## src/rtl/input_interface.sv

```systemverilog
// Byte-serial AES ingress: packs 16 bytes (MSB first) into a 128-bit block, held in a one-deep output stage.
// Latency: block valid one edge after its 16th byte; input_ready drops while a full block waits for ack.
module input_interface #(
    parameter int unsigned TIMEOUT = 16
) (
    input  logic         clk,
    input  logic         rst_,
    input  logic [7:0]   data_in,
    input  logic         data_ok,
    output logic         input_ready,
    output logic [127:0] plaintext,
    output logic         plaintext_valid,
    input  logic         plaintext_ack,
    output logic         frame_err,
    output logic         overrun_err,
    output logic [4:0]   byte_count
);

    localparam int GW = (TIMEOUT < 2) ? 1 : $clog2(TIMEOUT + 1);
    localparam bit TMO_EN = (TIMEOUT > 0);
    localparam logic [GW-1:0] GAP_LAST = GW'((TIMEOUT > 0) ? TIMEOUT - 1 : 0);

    typedef enum logic [1:0] {
        ASM_EMPTY,
        ASM_COLLECT,
        ASM_FULL
    } asm_state_t;

    asm_state_t     asm_state;
    logic [127:0]   asm_q;
    logic [127:0]   asm_d;
    logic [4:0]     count_d;
    logic [GW-1:0]  gap_q;
    logic [GW-1:0]  gap_d;
    logic [127:0]   pt_d;
    logic           pv_d;
    logic           ferr_d;
    logic           oerr_d;
    logic           accept;
    logic           xfer;
    logic           timeout;

    always_ff @(posedge clk or posedge rst_) begin
        if (rst_) begin
            asm_q           <= '0;
            byte_count      <= '0;
            gap_q           <= '0;
            plaintext       <= '0;
            plaintext_valid <= 1'b0;
            frame_err       <= 1'b0;
            overrun_err     <= 1'b0;
        end else begin
            asm_q           <= asm_d;
            byte_count      <= count_d;
            gap_q           <= gap_d;
            plaintext       <= pt_d;
            plaintext_valid <= pv_d;
            frame_err       <= ferr_d;
            overrun_err     <= oerr_d;
        end
    end

    always_comb begin
        if (byte_count == 5'd0) begin
            asm_state = ASM_EMPTY;
        end else if (byte_count[4]) begin
            asm_state = ASM_FULL;
        end else begin
            asm_state = ASM_COLLECT;
        end

        input_ready = (asm_state != ASM_FULL);
        accept      = data_ok && input_ready;
        xfer        = (asm_state == ASM_FULL) && (!plaintext_valid || plaintext_ack);
        // The gap counter value before the edge decides the timeout, so a byte
        // landing on that same edge is swallowed along with the partial block.
        timeout     = TMO_EN && (asm_state == ASM_COLLECT) && (gap_q == GAP_LAST);

        asm_d   = asm_q;
        count_d = byte_count;
        gap_d   = gap_q;
        pt_d    = plaintext;
        pv_d    = plaintext_valid;
        ferr_d  = 1'b0;
        oerr_d  = data_ok && !input_ready;

        case (asm_state)
            ASM_EMPTY: begin
                gap_d = '0;
                if (accept) begin
                    asm_d   = {asm_q[119:0], data_in};
                    count_d = byte_count + 5'd1;
                end
            end
            ASM_FULL: begin
                gap_d = '0;
                if (xfer) begin
                    pt_d    = asm_q;
                    pv_d    = 1'b1;
                    count_d = 5'd0;
                end
            end
            default: begin
                if (timeout) begin
                    asm_d   = '0;
                    count_d = 5'd0;
                    gap_d   = '0;
                    ferr_d  = 1'b1;
                end else if (accept) begin
                    asm_d   = {asm_q[119:0], data_in};
                    count_d = byte_count + 5'd1;
                    gap_d   = '0;
                end else if (TMO_EN) begin
                    gap_d = gap_q + 1'b1;
                end
            end
        endcase

        // An ack that does not coincide with a transfer retires the held block.
        if (!xfer && plaintext_valid && plaintext_ack) begin
            pv_d = 1'b0;
        end
    end

endmodule

```

## config.mk

```make
export PLATFORM = sky130hd
export DESIGN_NAME = input_interface
export DESIGN_NICKNAME = d
export VERILOG_FILES = /design/src/rtl/input_interface.sv
export SDC_FILE = /design/constraint.sdc
export NUM_CORES = 1
export LEC_CHECK = 0
export ABC_AREA = 1
export CORE_AREA = 5 5 174 176
export CTS_CLUSTER_SIZE = 30
export DETAILED_ROUTE_END_ITERATION = 12
export DIE_AREA = 0 0 179 181
export PLACE_DENSITY = 0.6
export SYNTH_ARGS = -nofsm -noshare
export SYNTH_HDL_FRONTEND = slang
export SYNTH_SLANG_ARGS = --single-unit
export TNS_END_PERCENT = 5
```

## constraint.sdc

```tcl
create_clock -name clk -period 7.85 [get_ports clk]
set_input_delay 0.785 -clock clk [delete_from_list [all_inputs] [get_ports clk]]
set_output_delay 0.785 -clock clk [all_outputs]
set_load 0.02 [all_outputs]
```

* Word level (Yosys, flattened, before mapping)
Cells that the tools add are included.
Storage, ports and cells: bits in latches 0, flip-flop bits (word level) 269, RAM bits 0, memory bits (read-only) 0, output and inout port bits 137, memories 0
Cells by class: reduce and logical (&&, ||, !) cells 17, bitwise operators 0, order comparisons 0, add/subtract/negate cells 2, shift-type cells 0, multiply operators 0, divide/modulo/power cells 0, equal/unequal tests 5, multiplexer cells 17
Operator list (number):
- 2-to-1 mux 128 bit | 2
- one-hot mux 128 bit (2 select lines) | 1
- 2-to-1 mux 5 bit | 6
- adder 5 x 1 -> 5 bit (second input constant) | 2
- one-hot mux 5 bit (2 select lines) | 1
- logical AND 1 bit | 6
- == test 5 x 4 -> 1 bit (second input constant) | 1
- zero test 5 bit | 1
- 2-to-1 mux 1 bit | 5
- 2-to-1 mux 2 bit | 2
- inequality test 2 bit (second input constant) | 2
- AND reduction 2 bit | 2
- nonzero test 2 bit | 2
- zero test 1 bit | 3
- == test 2 x 1 -> 1 bit (second input constant) | 1
- == test 2 bit (second input constant) | 1
- zero test 2 bit | 1
- OR reduction 2 bit | 1
- logical OR 1 bit | 1

* Longest topological paths before layout
depth after elaboration 9, mapped depth 8, gate-level depth less buffers 7

* Worst setup path before layout
No wires, ideal clock.
path type register to output, from reg byte_count[4], to out input_ready, required time 7.065 ns, stages on the path, launching flop included 3, path slack 6.046 ns, data arrival time 1.019 ns, cell sequence dfrtp_1 inv_2 clkbuf_1
On the way: cells in the longest elaborated chain, start to end 3
RTL lines:
- start: declaration | RTL line 16 | output logic [4:0] byte_count
- start signal: assignment | RTL line 54 | byte_count <= count_d;
- zero test 5 bit / 2-to-1 mux 2 bit (equally long branches) | RTL line 64, 66
- 2-to-1 mux 2 bit (*) | RTL line 64 | if (byte_count == 5'd0) begin
- inequality test 2 bit (*) | RTL line 72 | input_ready = (asm_state != ASM_FULL);
- end: declaration | RTL line 10 | output logic input_ready,
Every way passes the cells marked *; elsewhere a longest branch is shown, timed or not.

* Worst setup path after layout
from in data_ok, to reg gap_q[0]
On the way: cells in the longest elaborated chain, start to end 4
RTL lines:
- start: declaration | RTL line 9 | input logic data_ok,
- logical AND 1 bit | RTL line 73 | accept = data_ok && input_ready;
- 2-to-1 mux 5 bit | RTL line 109 | end else if (accept) begin
- 2-to-1 mux 5 bit | RTL line 104 | if (timeout) begin
- 2-to-1 mux 5 bit | RTL line 87 | case (asm_state)
- via gap_d[0] | RTL line 34 | logic [GW-1:0] gap_d;
- end signal: assignment | RTL line 55 | gap_q <= gap_d;
- end: declaration | RTL line 33 | logic [GW-1:0] gap_q;
The timed path passes the listed nets, and every way through them passes these cells. A chain may end at the register's enable or synchronous reset.

==> run metrics <==
status=finished, final reports clean; crit path max fanout=137; setup_tns=0 ns; routed vias/inst=~4.5; Final Util=roughly 48%; YS warnings=0; Synth Cell Area=11200 µm²; slowest stage delay, CP=around 0.93 ns; Clock Sink Count=269; Hold Path Depth=1; Rel. slew slack=a little over a quarter; CTS Buf Count=29; HPWL after DPL=around 15000 µm; initial antenna violation count=0; DP Area=about 13000 µm²; drt initial violations=662; post-cts sizing count=0; postcts setup bufs=0; CP arrival=between 3 and 4 ns; Top delay family on crit path=buffers and inverters; Layout area overhead=23.1%; Cells after Synth=1309; reg2reg end=gap_q[0]; Hold Crit Class=flip-flop to flip-flop; first-pass GRT wire length=about 41000 µm; pre-CTS WS=roughly 4 ns; worst r2r src=byte_count[4]; # nets final=1438; period utilization=42.3%; Hold Violations, Final=0; Core ar.=about 28000 µm²; clk_lat worst skew=about 0.53 ns; n_diodes=0; PnR worst setup slack=roughly 4.5 ns; slowest stage cell on the critical path=buf_4; P per Cell Area=around 370 nW/µm²; sequential cell area=6730 µm²; Max Slew Vio Count=0; routed via count=8167; CP Capture Type=flip-flop; Worst-path clk slew=0.06 ns; final wirelength=approximately 25000 µm; # rows=62; Worst EP required=about 8.3 ns; commonest non-fill, non-tap cell in the layout=nand2_1; Overall Global Routing Usage=15.3%; Setup violations, final=0; #FFs+latches synth=around 270; max-cap viol count=0; cell area after layout=between 10000 and 15000 µm²; Post-route DRC=0; Die Span X=roughly 180 µm; Seq/Total Area, Yosys=between 60% and 70%; number of I/O port buffers=between 100 and 150; unrepaired setup endpoints after global routing=no; hold buffer count at cts=0; Hold Slack=around 0.47 ns; 1st-pass router iterations=5; Hold EP=gap_q[0]; Buf/Inv on CP=2; Ports=~150; H-tree lvl count=1; Chip Height=around 180 µm; Root Driver=clkbuf_16; clk_skew=approximately 0.012 ns; CTS tree=yes; starting density of the core=about two fifths; Synth Net Count=between 1000 and 1500; most frequent cells in the layout=nand2_1 (417), dfrtp_1 (269), inv_1 (259); startpoint of the worst hold path=gap_q[0]; crit-path cells=clkdlybuf4s50_1, nand2_8, buf_4, nand3_1, nor2_1; crit start category=input port; area taken by multi-input logic gates=about 3100 µm²; VDD IR max=about 0.20 mV; die area=between 30000 and 40000 µm²; Lkg Pwr=approximately 7.2 nW; largest net degree at the start of global routing=about 170; ratio of cells with drive above 1 in the final layout=4.29%; Avg WL per Cell=about 13 µm; vias in the first global route=7880; Pwr Total=just over 5 mW; ANT nets after route=0; Avg Cell Area, Syn=8.56 µm²; crit path kind=input port to flip-flop; final std cells w/o fill=around 1800; clock tree buffer depth=3; fmax=301 MHz; FF-to-FF path depth=5; r2r setup slk=around 4.6 ns; number of placed cells counting well taps=1775; Fill cells=~2700; worst-margin pin slew=approximately 1.1 ns; Unique masters post-synth=23; gr ovfl total=0; RePlAce Congestion=0.778; post-route minimum period=~3.3 ns
-- cell type report --
| class | instances | share of cell area [%] |
|---|---|---|
| well taps | 384 | 3.48 |
| repair buffers | 154 | 11.2 |
| multi-input cells | 707 | 22.4 |
| inverters | 261 | 7.13 |
| clock buffers | 38 | 5.94 |
| clock inverters | 15 | 1.13 |
| flip-flops and latches | 269 | 48.8 |
-- registers in the layout, indices dropped and copies added (netlist names) --
name and cells:
plaintext 128, frame_err 1, plaintext_valid 1, byte_count 5
overrun_err 1, asm_q 128, gap_q 5
-- where the power goes --
group	total [mW]	switching, mW	internal (mW)
clock	1.38	0.551	0.831
combinational	1.61	0.913	0.695
sequential	2.10	0.274	1.83
-- cell families after synthesis --
kind of cell	after synthesis	synth area share (%)
AO/OA/AOI/OAI	247	11.1
flip-flops	269	60.1
XOR/XNOR	3	0.235
adder cells (fa/ha/maj)	4	0.447
AND/OR/NAND/NOR	453	15.5
buffers and inverters	333	12.6
-- worst max path at each step --
stage	slack, ns	cells after the start	startpoint	to
floorplan	3.51	1	rst_	asm_q[0]
global placement	4.08	5	data_ok	gap_q[4]
detailed placement	4.01	5	data_ok	gap_q[0]
CTS	4.59	5	data_ok	gap_q[0]
global route	4.26	7	byte_count[4]	asm_q[90]
finish	4.53	5	data_ok	gap_q[0]
-- synth_stat cells, drive strengths merged --
| library cell | number | area share [%] |
|---|---|---|
| inv | 261 | 8.7 |
| nand3 | 22 | 0.98 |
| o21ai | 243 | 11 |
| nand4 | 1 | 0.056 |
| xnor2 | 1 | 0.078 |
| o21bai | 1 | 0.067 |
| nor2 | 9 | 0.30 |
| dfrtp | 269 | 60 |
| buf | 45 | 2.9 |
| a21oi | 2 | 0.12 |
| and3 | 1 | 0.056 |
| nand2 | 420 | 14 |
| ha | 4 | 0.45 |
| xor2 | 2 | 0.16 |
| clkbuf | 27 | 0.90 |
| o22ai | 1 | 0.056 |
-- layer usage --
layer	share of wire, %	routed length, µm	track usage (%)	up-vias
met1	47	11700	22.6	3812
met5	0	0	0	-
met4	2.1	518	3.07	0
li1	-	-	-	4165
met3	5.5	1350	2.93	36
met2	45	11100	23.6	154
Note: power is estimated with default switching activity, not from simulation.
